## config.mk

```make
export PLATFORM = sky130hd
export DESIGN_NAME = int_issue_queue_flat
export DESIGN_NICKNAME = d
export VERILOG_FILES = /design/src/rtl/int_issue_queue_if.sv /design/src/rtl/int_issue_queue.sv /design/src/flat_wrapper.sv
export SDC_FILE = /design/constraint.sdc
export NUM_CORES = 2
export LEC_CHECK = 0
export ABC_AREA = 1
export ABC_CLOCK_PERIOD_IN_PS = 4010
export BUFFER_PORTS_ARGS = -buffer_cell sky130_fd_sc_hd__buf_2
export CORE_UTILIZATION = 60
export DETAILED_ROUTE_END_ITERATION = 7
export PLACE_DENSITY = 0.81
export SLEW_MARGIN = 20
export SYNTH_ARGS = -nofsm -noshare
export SYNTH_HDL_FRONTEND = slang
export SYNTH_SLANG_ARGS = --single-unit
```

## constraint.sdc

```tcl
create_clock -name clk -period 4.01 [get_ports clk]
set_input_delay 0 -clock clk [delete_from_list [all_inputs] [get_ports clk]]
set_output_delay 0 -clock clk [all_outputs]
set_load 0.03 [all_outputs]
```

## src/rtl/int_issue_queue_if.sv

```systemverilog
// Dispatch, CDB and issue signal bundle for int_issue_queue.
// master = dispatch/CDB/ALU side, slave = the queue.
interface int_issue_queue_if #(
    parameter int TAG_W = 6
);
    logic             int_queue_en;
    logic [31:0]      disp_rs1_data;
    logic [31:0]      disp_rs2_data;
    logic [TAG_W-1:0] disp_rs1_tag;
    logic [TAG_W-1:0] disp_rs2_tag;
    logic             disp_rs1_rdy;
    logic             disp_rs2_rdy;
    logic [TAG_W-1:0] disp_rd_tag;
    logic             disp_imm;
    logic [31:0]      disp_pc;
    logic [6:0]       opcode;
    logic [6:0]       funct7;
    logic [2:0]       funct3;
    logic             cdb_valid;
    logic [TAG_W-1:0] cdb_tag;
    logic [31:0]      cdb_data;
    logic             queue_full;
    logic             iss_valid;
    logic             iss_ready;
    logic [31:0]      iss_rs1;
    logic [31:0]      iss_rs2;
    logic [31:0]      iss_pc;
    logic [TAG_W-1:0] iss_rd_tag;
    logic [6:0]       iss_opcode;
    logic [6:0]       iss_funct7;
    logic [2:0]       iss_funct3;
    logic             iss_imm;

    modport master (
        output int_queue_en, disp_rs1_data, disp_rs2_data, disp_rs1_tag, disp_rs2_tag,
               disp_rs1_rdy, disp_rs2_rdy, disp_rd_tag, disp_imm, disp_pc, opcode,
               funct7, funct3, cdb_valid, cdb_tag, cdb_data, iss_ready,
        input  queue_full, iss_valid, iss_rs1, iss_rs2, iss_pc, iss_rd_tag,
               iss_opcode, iss_funct7, iss_funct3, iss_imm
    );

    modport slave (
        input  int_queue_en, disp_rs1_data, disp_rs2_data, disp_rs1_tag, disp_rs2_tag,
               disp_rs1_rdy, disp_rs2_rdy, disp_rd_tag, disp_imm, disp_pc, opcode,
               funct7, funct3, cdb_valid, cdb_tag, cdb_data, iss_ready,
        output queue_full, iss_valid, iss_rs1, iss_rs2, iss_pc, iss_rd_tag,
               iss_opcode, iss_funct7, iss_funct3, iss_imm
    );
endinterface

```

## src/rtl/int_issue_queue.sv

```systemverilog
// Compacting integer issue queue: CDB wakeup, oldest-ready-first issue, shift-down on removal.
// Optional macro INT_ISSUE_QUEUE_CDB_BYPASS_EN captures a same-edge CDB broadcast into the dispatched entry.
module int_issue_queue #(
    parameter int DEPTH = 4,
    parameter int TAG_W = 6
) (
    input  logic clk,
    input  logic rst,
    int_issue_queue_if.slave bus
);
    localparam int CNT_W = $clog2(DEPTH + 1);
    localparam int IDX_W = $clog2(DEPTH);

    typedef struct packed {
        logic [31:0]      rs1_data;
        logic [TAG_W-1:0] rs1_tag;
        logic             rs1_rdy;
        logic [31:0]      rs2_data;
        logic [TAG_W-1:0] rs2_tag;
        logic             rs2_rdy;
        logic [TAG_W-1:0] rd_tag;
        logic             imm;
        logic [31:0]      pc;
        logic [6:0]       opcode;
        logic [6:0]       funct7;
        logic [2:0]       funct3;
    } entry_t;

    function automatic entry_t capture(input entry_t e, input logic cv,
                                       input logic [TAG_W-1:0] ct, input logic [31:0] cd);
        entry_t r;
        r = e;
        if (cv && !r.rs1_rdy && (r.rs1_tag == ct)) begin
            r.rs1_rdy  = 1'b1;
            r.rs1_data = cd;
        end
        if (cv && !r.rs2_rdy && (r.rs2_tag == ct)) begin
            r.rs2_rdy  = 1'b1;
            r.rs2_data = cd;
        end
        return r;
    endfunction

    logic [DEPTH-1:0] valid_reg, valid_next;
    logic [CNT_W-1:0] count_reg, count_next;
    entry_t           entry_reg  [DEPTH];
    entry_t           entry_next [DEPTH];
    entry_t           cap        [DEPTH];
    logic [DEPTH-1:0] issuable;
    logic [IDX_W-1:0] sel_idx;
    entry_t           sel_entry;
    entry_t           disp_raw;
    entry_t           disp_entry;
    logic             queue_full;
    logic             iss_any;
    logic             issue_fire;
    logic             disp_fire;
    logic [CNT_W-1:0] wr_idx;

    genvar gi;
    generate
        for (gi = 0; gi < DEPTH; gi++) begin : g_entry
            assign issuable[gi] = valid_reg[gi] && entry_reg[gi].rs1_rdy && entry_reg[gi].rs2_rdy;
            // Wakeup is applied before shifting so a moving entry never misses a broadcast.
            assign cap[gi] = capture(entry_reg[gi], bus.cdb_valid, bus.cdb_tag, bus.cdb_data);
        end
    endgenerate

    // Lowest issuable index wins: the loop runs downward so the last hit is the oldest.
    always_comb begin
        sel_idx = '0;
        for (int i = DEPTH - 1; i >= 0; i--) begin
            if (issuable[i]) sel_idx = IDX_W'(i);
        end
    end

    assign queue_full = (count_reg == CNT_W'(DEPTH));
    assign iss_any    = |issuable;
    assign issue_fire = iss_any && bus.iss_ready;
    assign disp_fire  = bus.int_queue_en && !queue_full;
    assign wr_idx     = count_reg - CNT_W'(issue_fire);

    always_comb begin
        disp_raw          = '0;
        disp_raw.rs1_data = bus.disp_rs1_data;
        disp_raw.rs1_tag  = bus.disp_rs1_tag;
        disp_raw.rs1_rdy  = bus.disp_rs1_rdy;
        disp_raw.rs2_data = bus.disp_rs2_data;
        disp_raw.rs2_tag  = bus.disp_rs2_tag;
        disp_raw.rs2_rdy  = bus.disp_rs2_rdy | bus.disp_imm;
        disp_raw.rd_tag   = bus.disp_rd_tag;
        disp_raw.imm      = bus.disp_imm;
        disp_raw.pc       = bus.disp_pc;
        disp_raw.opcode   = bus.opcode;
        disp_raw.funct7   = bus.funct7;
        disp_raw.funct3   = bus.funct3;
    end

`ifdef INT_ISSUE_QUEUE_CDB_BYPASS_EN
    assign disp_entry = capture(disp_raw, bus.cdb_valid, bus.cdb_tag, bus.cdb_data);
`else
    assign disp_entry = disp_raw;
`endif

    always_comb begin
        valid_next = valid_reg;
        for (int i = 0; i < DEPTH; i++) entry_next[i] = cap[i];
        if (issue_fire) begin
            for (int i = 0; i < DEPTH - 1; i++) begin
                if (i >= int'(sel_idx)) begin
                    valid_next[i] = valid_reg[i+1];
                    entry_next[i] = cap[i+1];
                end
            end
            valid_next[DEPTH-1] = 1'b0;
        end
        if (disp_fire) begin
            for (int i = 0; i < DEPTH; i++) begin
                if (CNT_W'(i) == wr_idx) begin
                    valid_next[i] = 1'b1;
                    entry_next[i] = disp_entry;
                end
            end
        end
        count_next = count_reg + CNT_W'(disp_fire) - CNT_W'(issue_fire);
    end

    always_ff @(posedge clk or negedge rst) begin
        if (!rst) begin
            valid_reg <= '0;
            count_reg <= '0;
        end else begin
            valid_reg <= valid_next;
            count_reg <= count_next;
        end
    end

    always_ff @(posedge clk) begin
        for (int i = 0; i < DEPTH; i++) entry_reg[i] <= entry_next[i];
    end

    // Payload is forced to zero when nothing issues, so outputs are clean in reset.
    assign sel_entry      = entry_reg[sel_idx];
    assign bus.queue_full = queue_full;
    assign bus.iss_valid  = iss_any;
    assign bus.iss_rs1    = iss_any ? sel_entry.rs1_data : '0;
    assign bus.iss_rs2    = iss_any ? sel_entry.rs2_data : '0;
    assign bus.iss_pc     = iss_any ? sel_entry.pc       : '0;
    assign bus.iss_rd_tag = iss_any ? sel_entry.rd_tag   : '0;
    assign bus.iss_opcode = iss_any ? sel_entry.opcode   : '0;
    assign bus.iss_funct7 = iss_any ? sel_entry.funct7   : '0;
    assign bus.iss_funct3 = iss_any ? sel_entry.funct3   : '0;
    assign bus.iss_imm    = iss_any ? sel_entry.imm      : 1'b0;
endmodule

```

## src/flat_wrapper.sv

```systemverilog
// flat-port wrapper written by rule: the top's interface ports become plain ports
module int_issue_queue_flat 
#(
    parameter int DEPTH = 4,
    parameter int TAG_W = 6
)
  (clk, rst, bus_int_queue_en, bus_disp_rs1_data, bus_disp_rs2_data, bus_disp_rs1_tag, bus_disp_rs2_tag, bus_disp_rs1_rdy, bus_disp_rs2_rdy, bus_disp_rd_tag, bus_disp_imm, bus_disp_pc, bus_opcode, bus_funct7, bus_funct3, bus_cdb_valid, bus_cdb_tag, bus_cdb_data, bus_iss_ready, bus_queue_full, bus_iss_valid, bus_iss_rs1, bus_iss_rs2, bus_iss_pc, bus_iss_rd_tag, bus_iss_opcode, bus_iss_funct7, bus_iss_funct3, bus_iss_imm);
  int_issue_queue_if #(.TAG_W(TAG_W)) bus_i ();
  input  logic clk;
  input  logic rst;
  input wire logic [$bits(bus_i.int_queue_en)-1:0] bus_int_queue_en;
  input wire logic [$bits(bus_i.disp_rs1_data)-1:0] bus_disp_rs1_data;
  input wire logic [$bits(bus_i.disp_rs2_data)-1:0] bus_disp_rs2_data;
  input wire logic [$bits(bus_i.disp_rs1_tag)-1:0] bus_disp_rs1_tag;
  input wire logic [$bits(bus_i.disp_rs2_tag)-1:0] bus_disp_rs2_tag;
  input wire logic [$bits(bus_i.disp_rs1_rdy)-1:0] bus_disp_rs1_rdy;
  input wire logic [$bits(bus_i.disp_rs2_rdy)-1:0] bus_disp_rs2_rdy;
  input wire logic [$bits(bus_i.disp_rd_tag)-1:0] bus_disp_rd_tag;
  input wire logic [$bits(bus_i.disp_imm)-1:0] bus_disp_imm;
  input wire logic [$bits(bus_i.disp_pc)-1:0] bus_disp_pc;
  input wire logic [$bits(bus_i.opcode)-1:0] bus_opcode;
  input wire logic [$bits(bus_i.funct7)-1:0] bus_funct7;
  input wire logic [$bits(bus_i.funct3)-1:0] bus_funct3;
  input wire logic [$bits(bus_i.cdb_valid)-1:0] bus_cdb_valid;
  input wire logic [$bits(bus_i.cdb_tag)-1:0] bus_cdb_tag;
  input wire logic [$bits(bus_i.cdb_data)-1:0] bus_cdb_data;
  input wire logic [$bits(bus_i.iss_ready)-1:0] bus_iss_ready;
  output wire logic [$bits(bus_i.queue_full)-1:0] bus_queue_full;
  output wire logic [$bits(bus_i.iss_valid)-1:0] bus_iss_valid;
  output wire logic [$bits(bus_i.iss_rs1)-1:0] bus_iss_rs1;
  output wire logic [$bits(bus_i.iss_rs2)-1:0] bus_iss_rs2;
  output wire logic [$bits(bus_i.iss_pc)-1:0] bus_iss_pc;
  output wire logic [$bits(bus_i.iss_rd_tag)-1:0] bus_iss_rd_tag;
  output wire logic [$bits(bus_i.iss_opcode)-1:0] bus_iss_opcode;
  output wire logic [$bits(bus_i.iss_funct7)-1:0] bus_iss_funct7;
  output wire logic [$bits(bus_i.iss_funct3)-1:0] bus_iss_funct3;
  output wire logic [$bits(bus_i.iss_imm)-1:0] bus_iss_imm;
  assign bus_i.int_queue_en = bus_int_queue_en;
  assign bus_i.disp_rs1_data = bus_disp_rs1_data;
  assign bus_i.disp_rs2_data = bus_disp_rs2_data;
  assign bus_i.disp_rs1_tag = bus_disp_rs1_tag;
  assign bus_i.disp_rs2_tag = bus_disp_rs2_tag;
  assign bus_i.disp_rs1_rdy = bus_disp_rs1_rdy;
  assign bus_i.disp_rs2_rdy = bus_disp_rs2_rdy;
  assign bus_i.disp_rd_tag = bus_disp_rd_tag;
  assign bus_i.disp_imm = bus_disp_imm;
  assign bus_i.disp_pc = bus_disp_pc;
  assign bus_i.opcode = bus_opcode;
  assign bus_i.funct7 = bus_funct7;
  assign bus_i.funct3 = bus_funct3;
  assign bus_i.cdb_valid = bus_cdb_valid;
  assign bus_i.cdb_tag = bus_cdb_tag;
  assign bus_i.cdb_data = bus_cdb_data;
  assign bus_i.iss_ready = bus_iss_ready;
  assign bus_queue_full = bus_i.queue_full;
  assign bus_iss_valid = bus_i.iss_valid;
  assign bus_iss_rs1 = bus_i.iss_rs1;
  assign bus_iss_rs2 = bus_i.iss_rs2;
  assign bus_iss_pc = bus_i.iss_pc;
  assign bus_iss_rd_tag = bus_i.iss_rd_tag;
  assign bus_iss_opcode = bus_i.iss_opcode;
  assign bus_iss_funct7 = bus_i.iss_funct7;
  assign bus_iss_funct3 = bus_i.iss_funct3;
  assign bus_iss_imm = bus_i.iss_imm;
  int_issue_queue #(.DEPTH(DEPTH), .TAG_W(TAG_W)) u_core (.clk(clk), .rst(rst), .bus(bus_i));
endmodule
```

# Word level (Yosys, flattened, before mapping)

Memory sizes are Yosys's and may differ from the RTL's.
Cells that the tools add are included.

Flip-flop bits (word level): 7
Latch bits: 0
Bits in writable memories: 536
Memory bits (read-only): 0
Input bits: 177
Output and inout bits: 122
Word-level logic and storage cells: 105
Memories kept: 1

Memories:

| memory           | depth | width | rd ports | clocked after memory_dff | write ports | line                  | RTL |
|---|---|---|---|---|---|---|---|
| u_core.entry_reg | 4     | 134   | 5        | 0                        | 4           | int_issue_queue.sv:46 | `entry_t entry_reg [DEPTH];` |

$add $sub $neg: 3
Multipliers: 0
Div/mod/pow operators: 0
Magnitude comparators: 3
Eq/ne operators: 12
Shifts and indexed selects: 0
Muxes and demuxes: 46
Bitwise logic cells: 1
Reductions and logical operators: 37

Operator list:

| kind                 | count |
|---|---|
| $mux W134            | 7 |
| $mux W536            | 1 |
| $mux W402            | 1 |
| $mux W32             | 11 |
| $eq A6 B6 Y1         | 8 |
| $logic_and A1 B1 Y1  | 26 |
| $mux W1              | 16 |
| $mux W7              | 2 |
| $logic_not A1 Y1     | 9 |
| $mux W2              | 4 |
| $mux W4              | 2 |
| $eq A2 B3 Y1 const A | 2 |
| $mux W6              | 1 |
| $sub A3 B1 Y3        | 2 |
| $ge A1 B2 Y1 const A | 2 |
| $reduce_or A4 Y1     | 1 |
| $add A3 B1 Y3        | 1 |
| $eq A1 B3 Y1 const A | 1 |
| $eq A3 B3 Y1 const B | 1 |
| $logic_not A3 Y1     | 1 |
| $mux W3              | 1 |
| $ge A2 B2 Y1 const A | 1 |
| $or A1 B1 Y1         | 1 |

# Longest topological paths before layout

Depth after elaboration: 11
Mapped depth: 16
Depth with buffers taken out: 14

# Worst setup path after synthesis

Ideal clock, no wire load.

Path kind: register -> register
From: register u_core.valid_reg[2] (netlist name)
To: memory u_core.entry_reg[3][0] (netlist name), enable pin
Library setup time: 398 ps
Data arrival time: 2,607 ps
Data required time: 3,612 ps
Setup slack: 1,005 ps
Stages on the path, launching flop included: 14
Path buffers: 1
Period minus slack after synthesis: 3,005 ps
Cell sequence: dfrtp_1 -> nand3_2 -> nand2_2 -> nor2_4 -> nor2_8 -> nand2_2 -> inv_1 -> ha_1 -> xnor2_1 -> nand2_1 -> nor2_2 -> nand2_2 -> inv_2 -> buf_2

RTL lines:

| item          | line |
|---|---|
| end, declared | int_issue_queue.sv:46 |

# Final worst setup path

From: register u_core.valid_reg[0]
To: output port bus_iss_rs2[29]

Word-level cells in the longest chain between the ends: 5
Elaborated cells on any way between the ends: 6
Those cells by class: mux: 2; reduce/logical: 3; memory: 1

Ends and longest elaborated chain:

| item                                  | line                   | RTL |
|---|---|---|
| start, declared                       | int_issue_queue.sv:44  | `logic [DEPTH-1:0] valid_reg, valid_next;` |
| start signal, assigned                | int_issue_queue.sv:133 | `valid_reg <= valid_next;` |
| $logic_and A1 B1 Y1 (*) (2 in series) | int_issue_queue.sv:63  | `assign issuable[gi] = valid_reg[gi] && entry_reg[gi].rs1_rdy && entry_reg[gi].rs2_rdy;` |
| $mux W2                               | int_issue_queue.sv:73  | `if (issuable[i]) sel_idx = IDX_W'(i);` |
| $mem_v2 Z4 W134                       | -                      |  |
| $mux W32 (*)                          | int_issue_queue.sv:147 | `assign bus.iss_rs2 = iss_any ? sel_entry.rs2_data : '0;` |
| end, declared                         | flat_wrapper.sv:31     | `output wire logic [$bits(bus_i.iss_rs2)-1:0] bus_iss_rs2;` |

Every way passes the cells marked *; elsewhere a longest branch is shown, timed or not.

==> summary.md <==
| Metric | Value |
|---|---|
| Status | `finished, violations left` |
| Violated checks | `design-rule violations` |
| Netlist area before placement | `about 30000 um^2` |
| Setup slack of the most critical reg-to-reg path | `300 ps` |
| Post-place setup slack | `about 970 ps` |
| First drt pass iteration count | `8` |
| Top_reg_cell synth | `sky130_fd_sc_hd__dfxtp_1` |
| Buffer levels on the longest clock path | `3` |
| Post-DR wirelength/cell | `19.0 um` |
| Fraction of final layout cells sized beyond drive strength 1 | `around a tenth` |
| Cell row count | `82` |
| Number of gates resized after CTS | `0` |
| Pwr/cell area | `1000 nW/um^2` |
| TritonCTS clock tree | `built` |
| Worst Slack Setup Final | `222 ps` |
| Clock skew | `roughly 33 ps` |
| Die W | `between 200 and 250 um` |
| Placer Congestion | `~0.90` |
| Worst-path fanout max | `102` |
| Cell with the largest stage delay on the worst path | `sky130_fd_sc_hd__a21oi_1` |
| Worst-Margin Slew | `approximately 1300 ps` |
| Crit share post-route | `94.5%` |
| Clock period minus final worst setup slack | `around 3800 ps` |
| CP endpoint kind | `primary output` |
| Share of synthesized area occupied by flip-flops and latches | `37.5%` |
| First-pass GRT wire length | `171 mm` |
| Max Slew Vio Count | `0` |
| CTS clk-pin slew, worst paths | `about 60 ps` |
| Static Leak | `around 18 nW` |
| Total number of vias | `~35k` |
| Die Outline Area | `~52000 um^2` |
| Tightest slew margin relative to the limit | `about 11%` |
| Number of H-tree branching levels | `2` |
| Data arrival time of the critical path | `~3800 ps` |
| Number of max-cap violations | `0` |
| Vertical die dimension | `about 230 um` |
| Unrepaired setup endpoints after global routing | `false` |
| Post-DR vias/cell | `between 6 and 7` |
| Max FFs per register | `536` |
| Fraction of synthesis flops using an asynchronous set or reset pin | `under 10%` |
| Floorplan Core Area | `about 50000 um^2` |
| Timing-limited maximum frequency | `approximately 260 MHz` |
| Initial antenna violation count | `18` |
| Final layout net count | `about 5.2k` |
| Count of yosys warnings during synthesis | `0` |
| Startpoint type of the worst setup path | `flip-flop` |
| Antenna-violating nets left | `0` |
| Via count of the first global-routing pass | `32.4k` |
| Post-Syn Instances | `around 4.8k` |
| Highest cell delay on the worst timing path | `approximately 630 ps` |
| Non-filler instance count after layout | `5746` |
| Buffers added on ports | `between 200 and 300` |
| Drt total wl | `between 100 and 150 mm` |
| Post-placement cell count | `around 5.4k` |
| Global-route congestion overflow total | `0` |
| Highest-count cells in the layout ignoring fill and taps | `1666 x sky130_fd_sc_hd__nand2_1, 765 x sky130_fd_sc_hd__nand3_1, 468 x sky130_fd_sc_hd__dfxtp_1, 375 x sky130_fd_sc_hd__inv_1, 350 x sky130_fd_sc_hd__o21ai_0` |
| CTS root buf | `sky130_fd_sc_hd__clkbuf_16` |
| Layout-stage area growth over the synthesis result | `16.3%` |
| Share of the core filled with cells | `between 70% and 80%` |
| Final setup fails | `0` |
| Most common cell after layout, fill and taps aside | `sky130_fd_sc_hd__nand2_1` |
| Clock latency reported for the late side of the worst-skew pair | `between 600 and 700 ps` |
| Hold/Removal Path Class | `primary input to flip-flop` |
| Flop and latch count out of synthesis | `roughly 540` |
| Final HPWL from detailed placement | `a little over 60 mm` |
| Max rail drop VDD | `1.02 mV` |
| Mean cell area of the mapped netlist | `around 6.5 um^2` |
| Critical path's most frequent cell | `sky130_fd_sc_hd__a21oi_1` |
| Total GRT Usage | `between 40% and 50%` |
| Required arrival time at the worst endpoint | `between 4000 and 5000 ps` |
| EDFF count, synth | `around 70` |
| Summed negative setup slack over all endpoints | `0 ps` |
| Initial standard-cell utilization of the core | `between 60% and 70%` |
| Net count after synthesis | `4965` |
| Clock sink count | `543` |
| # DRC | `1` |
| Fill count | `about 4.3k` |
| Total I/O pin count | `around 300` |
| Number of library cell types mapped by synthesis | `30` |
| Total CTS buffers | `just under 60` |
| Hold violation count in the final report | `0` |
| CP Cell Sequence | `nand3_1 > nand2_2 > inv_2 > nand2_4 > inv_6 > buf_4 > a21oi_1 > o21ai_0 > a21oi_1 > buf_2` |
| Maximum number of pins on one net before global-route repair | `about 250` |
| Initial DRC count | `4601` |
| Crit Path Class | `flip-flop to primary output` |
[kinds of logic after synthesis]
family | synth area share [%]
and+or+nand+nor | 35.9
DFF | 37.5
buffers and inverters | 11.3
xor gates and xnor gates | 0.284
adders and majority gates | 0.187
AOI/OAI and AO/OA | 14.8
[power by group]
group / switching [mW] / internal (mW) / total (mW) / leakage (nW)
logic: 14.6 / 6.54 / 21.1 / 12.1
registers: 1.31 / 8.28 / 9.59 / 4.64
clock network: 2.37 / 2.98 / 5.35 / 0.924
[cell type report]
| type | instances | area [um^2] | area share, % |
|---|---|---|---|
| diodes | 11 | 27.5 | 0.0767 |
| clock buffers | 85 | 1640 | 4.58 |
| multi-input cells | 3453 | 15900 | 44.2 |
| well taps | 672 | 841 | 2.34 |
| flip-flops and latches | 543 | 11600 | 32.3 |
| repair buffers | 567 | 4220 | 11.8 |
| clock inverters | 24 | 229 | 0.638 |
| inverters | 391 | 1480 | 4.13 |
[Yosys cell counts (7+ instances only)]
library cell,count,area (um^2)
sky130_fd_sc_hd__nor2_2,19,119
sky130_fd_sc_hd__o21ai_1,69,345
sky130_fd_sc_hd__buf_6,15,169
sky130_fd_sc_hd__a21oi_1,311,1560
sky130_fd_sc_hd__o21ai_0,350,1750
sky130_fd_sc_hd__buf_1,7,26.3
sky130_fd_sc_hd__nand2_1,1667,6260
sky130_fd_sc_hd__nor2_1,19,71.3
sky130_fd_sc_hd__buf_4,46,345
sky130_fd_sc_hd__nand3_1,767,3840
sky130_fd_sc_hd__clkbuf_2,30,150
sky130_fd_sc_hd__o211ai_1,120,901
sky130_fd_sc_hd__dfxtp_1,468,9370
sky130_fd_sc_hd__nand2_2,9,56.3
sky130_fd_sc_hd__nand4_1,97,607
sky130_fd_sc_hd__buf_2,174,871
sky130_fd_sc_hd__edfxtp_1,68,2040
sky130_fd_sc_hd__dfrtp_1,7,175
sky130_fd_sc_hd__inv_1,376,1410
sky130_fd_sc_hd__clkbuf_1,125,469
sky130_fd_sc_hd__inv_2,15,56.3
[per-layer routing]
layer | up-vias | global-route usage (%) | share of wire (%)
li1 | 16272 | - | -
met1 | 15446 | 49.3 | 37
met2 | 2417 | 64.3 | 44
met3 | 525 | 10.9 | 14
met4 | 12 | 22.4 | 5.3
met5 | - | 0 | 0.084
[critical path, delay by kind of cell (launching register included)]
family,cells,cell delay [ps]
compound gates,3,880
simple gates,3,660
flops,1,340
buf+inv,4,1160
[worst paths after layout]
| kind | startpoint | to | cells past startpoint |
|---|---|---|---|
| worst min-delay path | bus_disp_pc[18] | u_core.entry_reg[3][35] | 2 |
| max in group asynchronous | rst | u_core.count_reg[2] | 3 |
| worst max-delay path | u_core.valid_reg[0] | bus_iss_rs2[29] | 10 |
| min in group asynchronous | rst | u_core.valid_reg[3] | 3 |
| worst min register to register | u_core.valid_reg[0] | u_core.valid_reg[0] | 2 |
| worst max register to register | u_core.valid_reg[0] | u_core.entry_reg[2][86] | 16 |
[timing repair]
item,4_1_cts,5_1_grt
buffers inserted,0,0
endpoints found under the hold margin,546,0
hold buffers,205,0
[stage by stage]
stage | total power, mW | instance area, um^2 | hold WS (ps)
after floorplan | 24.3 | 30900 | -296
after global routing | 38.5 | 35900 | 72.9
after detailed placement | 29.4 | 31900 | -152
after global placement | 29.0 | 31900 | -152
final | 36.0 | 35900 | 79.9
after CTS | 35.3 | 35900 | 62.2
Power figures use the tool's default switching activity.
